File: src/rtl/bg_arb_pkg.sv
// Shared definitions for the background tile RAM write arbiter.
package bg_arb_pkg;

    // Default background tile RAM geometry.
    localparam int unsigned BG_AW = 16;
    localparam int unsigned BG_DW = 32;

    // Arbiter FSM states.
    typedef enum logic {
        ST_IDLE  = 1'b0,
        ST_BURST = 1'b1
    } arb_state_t;

    // Tile-word field positions used by the tile writers.
    localparam int unsigned TILE_EN_BIT  = 8;
    localparam int unsigned TILE_FLIP_HI = 7;
    localparam int unsigned TILE_FLIP_LO = 6;
    localparam int unsigned TILE_ROW_HI  = 5;
    localparam int unsigned TILE_ROW_LO  = 3;
    localparam int unsigned TILE_COL_HI  = 2;
    localparam int unsigned TILE_COL_LO  = 0;

    // Assemble a 9-bit tile word from its fields.
    function automatic logic [8:0] tile_word(input logic       en,
                                             input logic [1:0] flip,
                                             input logic [2:0] row,
                                             input logic [2:0] col);
        logic [8:0] w;
        w = '0;
        w[TILE_EN_BIT]                = en;
        w[TILE_FLIP_HI:TILE_FLIP_LO]  = flip;
        w[TILE_ROW_HI:TILE_ROW_LO]    = row;
        w[TILE_COL_HI:TILE_COL_LO]    = col;
        return w;
    endfunction

endpackage

File: src/rtl/bg_write_arbiter_rr_picker.sv
// Combinational round-robin picker with optional strict priority for
// requester 0. Shared by the RAM-sharing arbiters.
module rr_picker
    import bg_arb_pkg::*;
#(
    parameter int unsigned NREQ = 5,
    parameter int unsigned PTRW = 3
) (
    input  logic [NREQ-1:0] req,
    input  logic [PTRW-1:0] rr_ptr,
    input  logic            prio0_en,
    output logic [NREQ-1:0] pick,
    output logic            valid
);

    // First set request searching upward from rr_ptr, wrapping to 0.
    always_comb begin
        logic [PTRW:0]   sum;
        logic [PTRW-1:0] idx;
        pick  = '0;
        valid = 1'b0;
        sum   = '0;
        idx   = '0;
        if (prio0_en && req[0]) begin
            pick[0] = 1'b1;
            valid   = 1'b1;
        end else begin
            for (int unsigned off = 0; off < NREQ; off++) begin
                sum = {1'b0, rr_ptr} + (PTRW+1)'(off);
                if (sum >= (PTRW+1)'(NREQ)) begin
                    sum = sum - (PTRW+1)'(NREQ);
                end
                idx = sum[PTRW-1:0];
                if (!valid && req[idx]) begin
                    pick[idx] = 1'b1;
                    valid     = 1'b1;
                end
            end
        end
    end

endmodule

File: src/rtl/bg_write_arbiter.sv
// Background tile RAM write-port arbiter: request/grant arbitration between
// tile writers with bounded bursts and a registered RAM write port.
module bg_write_arbiter
    import bg_arb_pkg::*;
#(
    parameter int unsigned NREQ      = 5,
    parameter int unsigned AW        = BG_AW,
    parameter int unsigned DW        = BG_DW,
    parameter int unsigned MAX_BURST = 64,
    parameter int unsigned PRIO0     = 1
) (
    input  logic                 clk,
    input  logic                 reset,
    input  logic                 hold,
    input  logic [NREQ-1:0]      req,
    input  logic [NREQ-1:0]      last,
    input  logic [NREQ*AW-1:0]   addr,
    input  logic [NREQ*DW-1:0]   data,
    output logic [NREQ-1:0]      gnt,
    output logic                 bg_wea,
    output logic [AW-1:0]        bg_ram_addr,
    output logic [DW-1:0]        bg_ram_data,
    output logic                 busy
);

    localparam int unsigned PTRW = (NREQ > 1) ? $clog2(NREQ) : 1;
    localparam int unsigned CW   = $clog2(MAX_BURST) + 1;

    arb_state_t      state, state_nxt;
    logic [PTRW-1:0] rr_ptr;
    logic [PTRW-1:0] gnt_idx;
    logic [PTRW-1:0] pick_idx;
    logic [PTRW-1:0] rr_nxt;
    logic [CW-1:0]   beat_cnt;
    logic [NREQ-1:0] pick;
    logic            pick_valid;
    logic            start;
    logic            beat;
    logic            rel;

    logic [AW-1:0] addr_arr [NREQ];
    logic [DW-1:0] data_arr [NREQ];

    for (genvar i = 0; i < NREQ; i++) begin : g_slice
        assign addr_arr[i] = addr[i*AW +: AW];
        assign data_arr[i] = data[i*DW +: DW];
    end

    rr_picker #(
        .NREQ (NREQ),
        .PTRW (PTRW)
    ) u_picker (
        .req      (req),
        .rr_ptr   (rr_ptr),
        .prio0_en (PRIO0 != 0),
        .pick     (pick),
        .valid    (pick_valid)
    );

    // Encode the one-hot pick into an index for the slice mux.
    always_comb begin
        pick_idx = '0;
        for (int unsigned i = 0; i < NREQ; i++) begin
            if (pick[i]) begin
                pick_idx = PTRW'(i);
            end
        end
    end

    assign rr_nxt = (gnt_idx == PTRW'(NREQ-1)) ? '0 : gnt_idx + PTRW'(1);
    assign busy   = (state == ST_BURST);

    // Next-state logic: grant in IDLE, accept beats and detect release in BURST.
    always_comb begin
        state_nxt = state;
        start     = 1'b0;
        beat      = 1'b0;
        rel       = 1'b0;
        case (state)
            ST_IDLE: begin
                if (!hold && pick_valid) begin
                    start     = 1'b1;
                    state_nxt = ST_BURST;
                end
            end
            ST_BURST: begin
                beat = req[gnt_idx];
                // Deassert, last beat and burst-limit hit collapse into one release.
                if (!req[gnt_idx] || last[gnt_idx] ||
                    (beat_cnt == CW'(MAX_BURST-1))) begin
                    rel       = 1'b1;
                    state_nxt = ST_IDLE;
                end
            end
            default: state_nxt = ST_IDLE;
        endcase
    end

    // FSM state register.
    always_ff @(posedge clk) begin
        if (!reset) begin
            state <= ST_IDLE;
        end else begin
            state <= state_nxt;
        end
    end

    // Grant, round-robin pointer and beat counter.
    always_ff @(posedge clk) begin
        if (!reset) begin
            gnt      <= '0;
            gnt_idx  <= '0;
            rr_ptr   <= '0;
            beat_cnt <= '0;
        end else begin
            if (start) begin
                gnt      <= pick;
                gnt_idx  <= pick_idx;
                beat_cnt <= '0;
            end else if (beat) begin
                beat_cnt <= beat_cnt + CW'(1);
            end
            if (rel) begin
                gnt    <= '0;
                rr_ptr <= rr_nxt;
            end
        end
    end

    // Registered RAM write port; address and data hold on non-beat cycles.
    always_ff @(posedge clk) begin
        if (!reset) begin
            bg_wea      <= 1'b0;
            bg_ram_addr <= '0;
            bg_ram_data <= '0;
        end else begin
            bg_wea <= beat;
            if (beat) begin
                bg_ram_addr <= addr_arr[gnt_idx];
                bg_ram_data <= data_arr[gnt_idx];
            end
        end
    end

endmodule

File: config.mk
export PLATFORM = sky130hd
export DESIGN_NAME = bg_write_arbiter
export DESIGN_NICKNAME = d
export VERILOG_FILES = /design/src/rtl/bg_arb_pkg.sv /design/src/rtl/bg_write_arbiter_rr_picker.sv /design/src/rtl/bg_write_arbiter.sv
export SDC_FILE = /design/constraint.sdc
export NUM_CORES = 1
export LEC_CHECK = 0
export BUFFER_PORTS_ARGS = -buffer_cell sky130_fd_sc_hd__buf_2
export CAP_MARGIN = 20
export CORE_AREA = 2 2 121 123
export CTS_CLUSTER_SIZE = 25
export DETAILED_ROUTE_END_ITERATION = 8
export DIE_AREA = 0 0 123 125
export HOLD_SLACK_MARGIN = 0.08
export PLACE_DENSITY = 0.74
export SYNTH_ARGS = -nofsm -noshare
export SYNTH_HDL_FRONTEND = slang
export SYNTH_SLANG_ARGS = --single-unit
File: constraint.sdc
create_clock -name clk -period 3.24 [get_ports clk]
set_clock_uncertainty 0.15 [all_clocks]
set_input_delay 0.324 -clock clk [delete_from_list [all_inputs] [get_ports clk]]
set_output_delay 0.324 -clock clk [all_outputs]
set_load 0.005 [all_outputs]
==> metrics.csv, run 1 <==
stage,metric,value,unit
placement,dp_cells,1048,
power_and_ir_drop,power.density,464.3,nW/um^2
sta,period_share,97.46,%
synth,async_reset_ff_share,0,%
clock_tree,cts_tree,built,
drt,drtAntennaViolNets,0,
global_routing,grt.total_usage,29.96,%
worst_setup_path,crit_top_cell,buf_4,
power_and_ir_drop,leakagePower,3.391,nW
clock_tree,max-clock-path-buffers,2,
synth,synth_xor_area_share,1.619,%
sta,slew_headroom,50.99,%
worst_setup_path,slowest_delay,0.44,ns
global_routing,grt_max_degree,83,
synth,muxShareOfSynthArea,24.45,%
synth,synthFlopType,dfxtp_1,
worst_setup_path,slowest_stage,o41ai_4,
drt,dr.pass1.iters,5,
global_routing,grt_pass1_vias,6061,
synth,ys_ff_latch,68,
sta,setup_viol,0,
worst_setup_path,cp_cell_sequence,"inv_4, ha_1, buf_4, nor2b_2, buf_4, o211ai_1, a211oi_1, a211oi_2, buf_4, buf_12, o41ai_4, nor2_1, a22oi_1, nor2_1",
drt,viasPerCell,5.792,
cells_and_area,syn_to_final_growth,47.17,%
cells_and_area,drive_gt1_share,54.18,%
global_routing,antenna_found_initial,19,
synth,synth_compound_gate_area_share,24.62,%
cells_and_area,final_cell_count_no_fill,1079,
placement,port_buffers,307,
clock_tree,hold_buffers,0,
clock_tree,numCtsBuffers,9,
drt,wl_met2,12.76,mm
synth,synth_top_family_by_area,compound AO/OA/AOI/OAI gates,
placement,post-place-ws,-0.002193,ns
sta,worst_slack,0.08232,ns
sta,finalHoldViolations,0,
power_and_ir_drop,irDropWorstVdd,0.2396,mV
clock_tree,clockRootBuffer,clkbuf_16,
synth,ys_warn_count,0,
placement,gp_congestion,0.9513,
floorplan,die_x,123,um
floorplan,start_util,37.54,%
sta,slew_viol_final,0,
worst_setup_path,crit_type,flop to flop,
clock_tree,htreeDepth,3,
drt,wl_met1,8.262,mm
run,drv_cap,0,
sta,rsz0062_at_grt,yes,
drt,drt_wl_total,23.47,mm
power_and_ir_drop,total_power,3.643,mW
synth,synth_cells,565,
synth,synthAdderAreaFrac,2.957,%
worst_setup_path,cp_data_required_time,3.31,ns
drt,drc_errors,0,
drt,route.met3.wl,1.341,mm
floorplan,pin_count,308,
sta,achievable-frequency,316.7,MHz
cells_and_area,final_area,7846,um^2
worst_setup_path,path_buf_inv,5,
global_routing,grt_pass1_wl,34.07,mm
placement,hpwl,18.52,mm
synth,synth_nets,830,
drt,drtIter0Drc,507,
worst_setup_path,critPathTopFamily,compound AO/OA/AOI/OAI gates,
floorplan,row_count,44,
clock_tree,path_clk_slew,0.06,ns
synth,netlist_area,5331,um^2
synth,yosysUniqueCellTypes,71,
clock_tree,cts.sinks,68,
drt,avgRoutedWirePerCell,21.76,um
synth,synthSimpleGateAreaFrac,15.42,%
worst_setup_path,cp_data_arrival_time,3.22,ns
worst_setup_path,crit_fanout,5,
global_routing,overflow,0,
synth,yosysSeqAreaShare,25.53,%
cells_and_area,fin_nets,1148,
synth,synth_edf_count,0,
sta,hold_ws,0.1660,ns
worst_setup_path,cp-start-kind,flop,
clock_tree,clk_latency,0.34,ns
synth,avgSynthCellArea,9.436,um^2
hold_path,hold_class,input pin to flop,
drt,topRoutingLayerUsed,met4,
worst_setup_path,end_kind,flop,
sta,min_period,3.158,ns
drt,num_vias,6250,
run_status,outcome,completed,
floorplan,die_height,125,um
placement,postPlaceCellArea,7316,um^2
sta,tightest_slew,0.7352,ns
floorplan,die-area,15380,um^2
floorplan,core_area,14200,um^2
==> logic make-up after synthesis <==
kind of cell,after synthesis
fa+ha+maj,12
xor+xnor,9
buf+inv,71
simple gates,164
mux,67
flops,68
compound gates,174
==> through the flow <==
stage          setup TNS [ns]  utilization [%]
2_1_floorplan        -0.05525                -
3_3_place_gp                0            51.51
3_5_place_dp        -0.002193            51.51
4_1_cts                     0            53.52
5_1_grt               -0.2553            55.22
6_report                    0            55.24
==> synthesized netlist by cell type (5+ instances only) <==
cell / count / share of area (%)
nor2_1: 73 / 5.1
dfxtp_1: 68 / 26
a211oi_1: 56 / 7.9
a22oi_1: 52 / 7.3
mux4_2: 50 / 21
clkbuf_1: 39 / 2.7
nand2_1: 23 / 1.6
inv_1: 15 / 1.1
a21oi_1: 14 / 1.3
ha_1: 11 / 2.6
mux2i_1: 11 / 2.1
nor3_1: 11 / 1.0
nor2b_1: 9 / 1.1
o21ai_0: 9 / 0.84
o211ai_1: 8 / 1.1
buf_2: 7 / 0.66
nand3_1: 7 / 0.66
mux2_2: 6 / 1.3
nor4_1: 6 / 0.70
o22ai_1: 6 / 0.70
buf_1: 5 / 0.35
nand2b_1: 5 / 0.59
nand4_1: 5 / 0.59
==> path summary, 6_finish.rpt <==
path / start / endpoint / slack, ns / cells after the start
worst max-delay path: rr_ptr[1]$_SDFFE_PN0P_ / gnt[3]$_SDFFE_PP0P_ / 0.08 / 14
worst min-delay path: hold / busy$_SDFF_PN0_ / 0.17 / 3
worst max register to register: rr_ptr[1]$_SDFFE_PN0P_ / gnt[3]$_SDFFE_PP0P_ / 0.08 / 14
worst min register to register: gnt[0]$_SDFFE_PP0P_ / gnt[0]$_SDFFE_PP0P_ / 0.31 / 2
==> report_power, final <==
| part | switching (mW) | internal, mW |
|---|---|---|
| sequential | 0.0680 | 0.923 |
| combinational | 0.848 | 0.852 |
| clock | 0.355 | 0.597 |
| total | 1.27 | 2.37 |
==> tightest hold or removal path, delay by kind of cell <==
kind / cells / cell delay (ns)
buf+inv: 1 / 0.09
simple gates: 1 / 0.12
compound gates: 1 / 0.07
==> routing by layer <==
| layer | track usage (%) | vias up |
|---|---|---|
| met1 | 32.59 | 2991 |
| met5 | 0 | - |
| met4 | 14.97 | 0 |
| met3 | 4.973 | 67 |
| met2 | 55.05 | 320 |
| li1 | - | 2872 |
==> cell type report <==
cell class              instances  area, um^2
well taps                     184       230.2
clock buffers                  13       281.5
clock inverters                 1       5.005
flip-flops and latches         68        1375
diodes                          9       22.52
multi-input cells             426        3896
repair buffers                361        1967
inverters                      17       68.82
fillers                      1291        6357
==> placed cells by master, fill, tap and decap left out, types with 6 or more instances in the layout <==
cell / synthesis / final
o211ai_1: 8 / 8
nor2_1: 73 / 72
buf_4: 1 / 52
clkbuf_16: 0 / 10
nand3_1: 7 / 6
mux4_2: 50 / 50
nor2b_1: 9 / 6
ha_1: 11 / 6
nor3_1: 11 / 9
diode_2: 0 / 9
inv_1: 15 / 12
mux2i_1: 11 / 9
o21ai_0: 9 / 7
dfxtp_1: 68 / 63
a22oi_1: 52 / 52
a211oi_1: 56 / 55
nand2_1: 23 / 23
a21oi_1: 14 / 11
buf_2: 7 / 307
==> timing repair <==
item                       in CTS  in global routing
pin swaps                       1                 15
setup endpoints to repair       2                 16
buffers inserted                0                  8
gates resized for setup         0                 34
==> sequential cells by signal (all words and copies together) (netlist names) <==
signal	count
bg_ram_data	32
busy	1
rr_ptr	3
beat_cnt	7
bg_ram_addr	16
gnt	5
bg_wea	1
gnt_idx	3
No activity file was read; power rests on OpenSTA's default activity.
==> inputs of run 2 (changes only) <==
--- a/config.mk
+++ b/config.mk
@@ -7,12 +7,15 @@
 export LEC_CHECK = 0
 export BUFFER_PORTS_ARGS = -buffer_cell sky130_fd_sc_hd__buf_2
 export CAP_MARGIN = 20
-export CORE_AREA = 2 2 121 123
+export CELL_PAD_IN_SITES_DETAIL_PLACEMENT = 1
+export CELL_PAD_IN_SITES_GLOBAL_PLACEMENT = 2
+export CORE_ASPECT_RATIO = 1.25
+export CORE_MARGIN = 2
+export CORE_UTILIZATION = 22
 export CTS_CLUSTER_SIZE = 25
 export DETAILED_ROUTE_END_ITERATION = 8
-export DIE_AREA = 0 0 123 125
 export HOLD_SLACK_MARGIN = 0.08
-export PLACE_DENSITY = 0.74
+export PLACE_DENSITY_LB_ADDON = 0.1
 export SYNTH_ARGS = -nofsm -noshare
 export SYNTH_HDL_FRONTEND = slang
 export SYNTH_SLANG_ARGS = --single-unit
==> constraint.sdc (replaced) <==
create_clock -name clk -period 3.24 [get_ports clk]
set_clock_uncertainty 0.15 [all_clocks]
set_input_delay 0.324 -clock clk [delete_from_list [all_inputs] [get_ports clk]]
set_output_delay 0.324 -clock clk [all_outputs]
set_load 0.02 [all_outputs]
==> metrics.csv, run 2 (synthesized netlist as in run 1, its figures left out) <==
stage,metric,value,unit,change
run_status,outcome,completed,,unchanged
worst_setup_path,cp-start-kind,flop,,unchanged
clock_tree,max-clock-path-buffers,2,,unchanged
clock_tree,numCtsBuffers,9,,unchanged
worst_setup_path,r2r_cells,13,,was 14
global_routing,grt_max_degree,76,,was 83
sta,worst_slack,0.01936,ns,was 0.08232 ns
global_routing,antenna_found_initial,9,,was 19
sta,setup_viol,0,,unchanged
floorplan,pin_count,308,,unchanged
cells_and_area,layout_common_cells,"buf_2 (307), nor2_1 (72), dfxtp_1 (63)",,unchanged
cells_and_area,fillers,2854,,was 1291
power_and_ir_drop,sequentialPowerShare,25.4,%,was 27.2%
worst_setup_path,r2r-start,rr_ptr[1]$_SDFFE_PN0P_,,unchanged
hold_path,hold_class,input pin to flop,,unchanged
placement,gp_congestion,0.8901,,was 0.9513
cells_and_area,seq_area,1373,um^2,was 1375 um^2
run,drv_cap,0,,unchanged
sta,tightest_slew,0.8187,ns,was 0.7352 ns
floorplan,die-area,25500,um^2,was 15380 um^2
drt,drt_wl_total,25.42,mm,was 23.47 mm
clock_tree,cts.sinks,68,,unchanged
drt,viasPerCell,4.909,,was 5.792
sta,slew_headroom,45.42,%,was 50.99%
sta,min_period,3.221,ns,was 3.158 ns
placement,hpwl,21.06,mm,was 18.52 mm
floorplan,die_x,143.2,um,was 123 um
sta,final.setup.tns,0,ns,unchanged
power_and_ir_drop,p_sw,1.421,mW,was 1.271 mW
global_routing,grt.total_usage,19.41,%,was 29.96%
sta,finalHoldViolations,0,,unchanged
sta,rsz0062_at_grt,yes,,unchanged
worst_setup_path,end_kind,flop,,unchanged
sta,hold_ws,0.1918,ns,was 0.1660 ns
cells_and_area,largestRegisters,"bg_ram_data x32, bg_ram_addr x16, beat_cnt x7",,unchanged
power_and_ir_drop,power.combinational.fraction,46.3,%,was 46.7%
cells_and_area,multi_input_area,3909,um^2,was 3896 um^2
clock_tree,path_clk_slew,0.06,ns,about the same
floorplan,core_area,23810,um^2,was 14200 um^2
cells_and_area,final_area,8155,um^2,was 7846 um^2
worst_setup_path,cp_data_required_time,3.34,ns,was 3.31 ns
power_and_ir_drop,irDropWorstVdd,0.2543,mV,was 0.2396 mV
hold_path,hp-start,hold,,unchanged
cells_and_area,syn_to_final_growth,52.97,%,was 47.17%
cells_and_area,largest_register,bg_ram_data,,unchanged
sta,period_share,99.40,%,was 97.46%
global_routing,overflow,0,,unchanged
cells_and_area,drive_gt1_share,54.90,%,was 54.18%
drt,drtIter0Drc,276,,was 507
worst_setup_path,crit_fanout,7,,was 5
drt,avgRoutedWirePerCell,20.65,um,was 21.76 um
drt,dr.pass1.iters,4,,was 5
worst_setup_path,critical_path.startpoint,rr_ptr[1]$_SDFFE_PN0P_,,unchanged
hold_path,min_path_cells,3,,unchanged
clock_tree,clockRootBuffer,clkbuf_16,,unchanged
drt,drc_errors,0,,unchanged
power_and_ir_drop,leakagePower,3.431,nW,was 3.391 nW
power_and_ir_drop,switching_share,36.43,%,was 34.90%
clock_tree,htreeDepth,3,,unchanged
worst_setup_path,cp_data_arrival_time,3.32,ns,was 3.22 ns
sta,slew_viol_final,0,,unchanged
floorplan,die_height,178.0,um,was 125 um
cells_and_area,largest_reg_flops,32,,unchanged
placement,post-place-ws,0.02236,ns,was -0.002193 ns
floorplan,start_util,22.40,%,was 37.54%
drt,num_vias,6043,,was 6250
power_and_ir_drop,power_frac_clock,28.4,%,was 26.1%
worst_setup_path,crit_type,flop to flop,,unchanged
placement,postPlaceCellArea,7597,um^2,was 7316 um^2
cells_and_area,fin_nets,1158,,was 1148
clock_tree,cts_tree,built,,unchanged
power_and_ir_drop,power.density,478.3,nW/um^2,was 464.3 nW/um^2
floorplan,row_count,63,,was 44
global_routing,grt_pass1_vias,6717,,was 6061
global_routing,grt_pass1_wl,37.45,mm,was 34.07 mm
cells_and_area,layout_commonest_cell,buf_2,,unchanged
clock_tree,clk_latency,0.33,ns,was 0.34 ns
placement,port_buffers,307,,unchanged
drt,drtAntennaViolNets,0,,unchanged
power_and_ir_drop,p_int,2.480,mW,was 2.371 mW
sta,achievable-frequency,310.5,MHz,was 316.7 MHz
[run 2: cell count changes in the layout (fill, tap and decap cells not counted), moves of 2 or more]
cell and change:
mux2_4 -2, mux2_2 +2, buf_4 +8, o22ai_1 -2, clkbuf_8 -2, ha_4 +2
clkinvlp_4 +3, o22ai_2 +2, bufinv_16 +2, buf_6 +2
[run 2: per-layer routing]
| layer | vias up | track usage [%] | share of wire (%) |
|---|---|---|---|
| li1 | 2887 | - | - |
| met1 | 2907 | 19.74 | 35 |
| met2 | 199 | 35.67 | 54 |
| met3 | 48 | 4.886 | 6.3 |
| met4 | 2 | 11.27 | 4.6 |
| met5 | - | 0 | 0.059 |
[run 2: power groups by stage]
| stage | clock, mW | sequential, mW | combinational (mW) |
|---|---|---|---|
| final | 1.11 | 0.990 | 1.81 |
| after detailed placement | 0 | 1.01 | 1.75 |
| after global routing | 1.18 | 1.00 | 1.96 |
| after CTS | 1.15 | 0.989 | 1.75 |
| after floorplan | 0 | 1.08 | 0.992 |
| after global placement | 0 | 1.00 | 1.72 |
[run 2: layout make-up]
type,count,share of cell area (%)
clock inverter,5,1.013
timing repair buffer,371,25.07
clock buffer,11,3.114
multi-input combinational,426,47.93
tap,325,4.986
sequential,68,16.83
antenna,8,0.2455
inverter,17,0.8131
[run 2: timing repair]
action,CTS,global route
setup buffers,0,4
endpoints found under the setup margin,3,16
hold buffers,0,0
resized for setup,1,35
pin swaps,1,16
[run 2: path summary, 6_finish.rpt]
check,endpoint,slack (ns)
setup / recovery,gnt_idx[0]$_SDFFE_PN0P_,0.02
hold / removal,busy$_SDFF_PN0_,0.19
setup reg to reg,gnt_idx[0]$_SDFFE_PN0P_,0.02
hold reg to reg,bg_ram_addr[8]$_SDFFE_PN0P_,0.35
[run 2: through the flow]
step           instances  util, %  power (mW)
2_1_floorplan        565        -       2.069
3_3_place_gp        1203    31.91       2.726
3_5_place_dp        1203    31.91       2.754
4_1_cts             1219    33.34       3.889
5_1_grt             1229    34.24       4.142
6_report            1231    34.26       3.901
[run 2: worst max-delay path, cell delays in order, from the launching register on]
cell,delay (ns)
dfxtp_2,0.35
buf_8,0.14
ha_4,0.14
inv_2,0.04
fa_2,0.40
or4_4,0.57
a211oi_4,0.29
o21ai_2,0.14
buf_4,0.17
nor4_4,0.27
nand2_1,0.08
o211a_1,0.14
nor2b_1,0.15
o22ai_2,0.12
==> inputs of run 3 (changes only) <==
--- a/config.mk
+++ b/config.mk
@@ -5,11 +5,12 @@
 export SDC_FILE = /design/constraint.sdc
 export NUM_CORES = 1
 export LEC_CHECK = 0
+export ABC_CLOCK_PERIOD_IN_PS = 3240
 export BUFFER_PORTS_ARGS = -buffer_cell sky130_fd_sc_hd__buf_2
 export CAP_MARGIN = 20
 export CELL_PAD_IN_SITES_DETAIL_PLACEMENT = 1
 export CELL_PAD_IN_SITES_GLOBAL_PLACEMENT = 2
-export CORE_ASPECT_RATIO = 1.25
+export CORE_ASPECT_RATIO = 0.7
 export CORE_MARGIN = 2
 export CORE_UTILIZATION = 22
 export CTS_CLUSTER_SIZE = 25
==> metrics.csv, run 3 (synthesized netlist as in run 1, its figures left out) <==
stage,metric,value,unit,change
run_status,outcome,completed,,unchanged
cells_and_area,syn_to_final_growth,54.42,%,was 52.97%
cells_and_area,fillers,2818,,was 2854
cells_and_area,largestRegisters,"bg_ram_data x32, bg_ram_addr x16, beat_cnt x7",,unchanged
cells_and_area,drive_gt1_share,56.07,%,was 54.90%
sta,final.setup.tns,0,ns,unchanged
hold_path,hold_class,input pin to flop,,unchanged
clock_tree,htreeDepth,3,,unchanged
cells_and_area,fin_nets,1166,,was 1158
drt,drtIter0Drc,230,,was 276
worst_setup_path,cp_data_arrival_time,3.32,ns,about the same
power_and_ir_drop,power.density,483.2,nW/um^2,was 478.3 nW/um^2
clock_tree,clockRootBuffer,clkbuf_16,,unchanged
sta,hold_ws,0.1779,ns,was 0.1918 ns
floorplan,start_util,22.50,%,was 22.40%
worst_setup_path,crit_type,flop to flop,,unchanged
floorplan,die_height,134.2,um,was 178.0 um
sta,min_period,3.213,ns,was 3.221 ns
clock_tree,path_clk_slew,0.07,ns,was 0.06 ns
drt,drc_errors,0,,unchanged
floorplan,die_x,190.1,um,was 143.2 um
drt,drtAntennaViolNets,0,,unchanged
worst_setup_path,slowest_delay,0.57,ns,about the same
power_and_ir_drop,total_power,3.978,mW,was 3.901 mW
cells_and_area,largest_register,bg_ram_data,,unchanged
sta,worst_slack,0.02666,ns,was 0.01936 ns
worst_setup_path,critPathTopFamily,simple AND/OR/NAND/NOR gates,,unchanged
floorplan,die-area,25510,um^2,was 25500 um^2
cells_and_area,utilization,34.74,%,was 34.26%
worst_setup_path,crit_top_cell,or4_4,,
cells_and_area,largest_reg_flops,32,,unchanged
floorplan,pin_count,308,,unchanged
worst_setup_path,slowest_stage,or4_4,,unchanged
drt,num_vias,6133,,was 6043
worst_setup_path,path_buf_inv,2,,was 3
power_and_ir_drop,leakagePower,3.512,nW,was 3.431 nW
sta,finalHoldViolations,0,,unchanged
drt,dr.pass1.iters,4,,unchanged
worst_setup_path,cp_cell_sequence,"buf_6, ha_4, inv_2, fa_2, or4_4, a211oi_4, o21ai_4, nand4bb_4, o41ai_4, or4_4, o22ai_1",,"was buf_8, ha_4, inv_2, fa_2, or4_4, a211oi_4, o21ai_2, buf_4, nor4_4, nand2_1, o211a_1, nor2b_1, o22ai_2"
clock_tree,clk_latency,0.34,ns,was 0.33 ns
worst_setup_path,end_kind,flop,,unchanged
clock_tree,max-clock-path-buffers,2,,unchanged
global_routing,grt_pass1_vias,6466,,was 6717
power_and_ir_drop,sequentialPowerShare,25.1,%,was 25.4%
sta,achievable-frequency,311.2,MHz,was 310.5 MHz
clock_tree,cts_tree,built,,unchanged
worst_setup_path,cp_data_required_time,3.35,ns,was 3.34 ns
sta,slew_headroom,45.51,%,was 45.42%
sta,tightest_slew,0.8156,ns,was 0.8187 ns
global_routing,antenna_found_initial,0,,was 9
floorplan,core_area,23700,um^2,was 23810 um^2
global_routing,grt_max_degree,71,,was 76
placement,port_buffers,307,,unchanged
cells_and_area,layout_commonest_cell,buf_2,,unchanged
sta,rsz0062_at_grt,yes,,unchanged
global_routing,grt.total_usage,18.55,%,was 19.41%
power_and_ir_drop,power_frac_clock,27.3,%,was 28.4%
clock_tree,numCtsBuffers,9,,unchanged
sta,period_share,99.18,%,was 99.40%
drt,avgRoutedWirePerCell,19.95,um,was 20.65 um
worst_setup_path,crit_fanout,6,,was 7
placement,gp_congestion,0.9014,,was 0.8901
sta,slew_viol_final,0,,unchanged
power_and_ir_drop,p_int,2.509,mW,was 2.480 mW
cells_and_area,antenna_cells,0,,was 8
drt,viasPerCell,5.011,,was 4.909
cells_and_area,multi_input_area,3950,um^2,was 3909 um^2
cells_and_area,seq_area,1373,um^2,unchanged
global_routing,grt_pass1_wl,36.62,mm,was 37.45 mm
cells_and_area,layout_common_cells,"buf_2 (307), nor2_1 (69), buf_4 (67)",,"was buf_2 (307), nor2_1 (72), dfxtp_1 (63)"
floorplan,row_count,47,,was 63
placement,hpwl,19.46,mm,was 21.06 mm
placement,post-place-ws,-0.1124,ns,was 0.02236 ns
drt,drt_wl_total,24.42,mm,was 25.42 mm
run,drv_cap,0,,unchanged
global_routing,overflow,0,,unchanged
clock_tree,hold_buffers,0,,unchanged
power_and_ir_drop,p_sw,1.469,mW,was 1.421 mW
sta,setup_viol,0,,unchanged
power_and_ir_drop,power.combinational.fraction,47.6,%,was 46.3%
clock_tree,cts.sinks,68,,unchanged
power_and_ir_drop,switching_share,36.92,%,was 36.43%
power_and_ir_drop,irDropWorstVdd,0.2500,mV,was 0.2543 mV
worst_setup_path,cp-start-kind,flop,,unchanged
[run 3: worst paths after layout]
| path | to | cells past startpoint | slack, ns | startpoint |
|---|---|---|---|---|
| worst min register to register | gnt[0]$_SDFFE_PP0P_ | 2 | 0.31 | gnt[0]$_SDFFE_PP0P_ |
| worst max register to register | gnt_idx[1]$_SDFFE_PN0P_ | 11 | 0.03 | rr_ptr[1]$_SDFFE_PN0P_ |
| worst max-delay path | gnt_idx[1]$_SDFFE_PN0P_ | 11 | 0.03 | rr_ptr[1]$_SDFFE_PN0P_ |
| worst min-delay path | busy$_SDFF_PN0_ | 3 | 0.18 | hold |
[run 3: layout make-up]
cell class	instances	share of cell area (%)
clock buffers	9	2.736
clock inverters	7	1.201
inverters	17	0.8055
multi-input cells	426	47.98
flip-flops and latches	68	16.67
well taps	318	4.833
repair buffers	379	25.78
[run 3: power groups by stage]
stage	sequential, mW	combinational (mW)	clock, mW
floorplan	1.08	0.992	0
global placement	1.01	1.69	0
detailed placement	1.02	1.71	0
CTS	1.00	1.74	1.12
global route	1.01	2.06	1.17
finish	0.999	1.89	1.08
[run 3: metal layers]
metal	up-vias	share of wire [%]	global-route usage, %
li1	2899	-	-
met1	2986	45	23.74
met2	227	48	31.55
met3	21	6.8	4.867
met4	0	1.0	3.747
met5	-	0	0
[run 3: what timing repair did]
action,in CTS,in global routing
resized for setup,9,40
pin swaps,5,25
buffers inserted,4,13
setup endpoints to repair,6,16
[run 3: stage by stage]
stage          cell area, um^2  std cells
2_1_floorplan             5425        565
4_1_cts                   7961       1212
5_1_grt                   8233       1224
3_3_place_gp              7559       1192
3_5_place_dp              7559       1192
6_report                  8233       1224
[run 3: worst register-to-register path, delay by kind of cell, from the launching register on]
family / cells / cell delay (ns)
and+or+nand+nor: 3 / 1.26
AOI/OAI and AO/OA: 4 / 0.68
adders and majority gates: 2 / 0.52
DFF: 1 / 0.34
buffers and inverters: 2 / 0.17
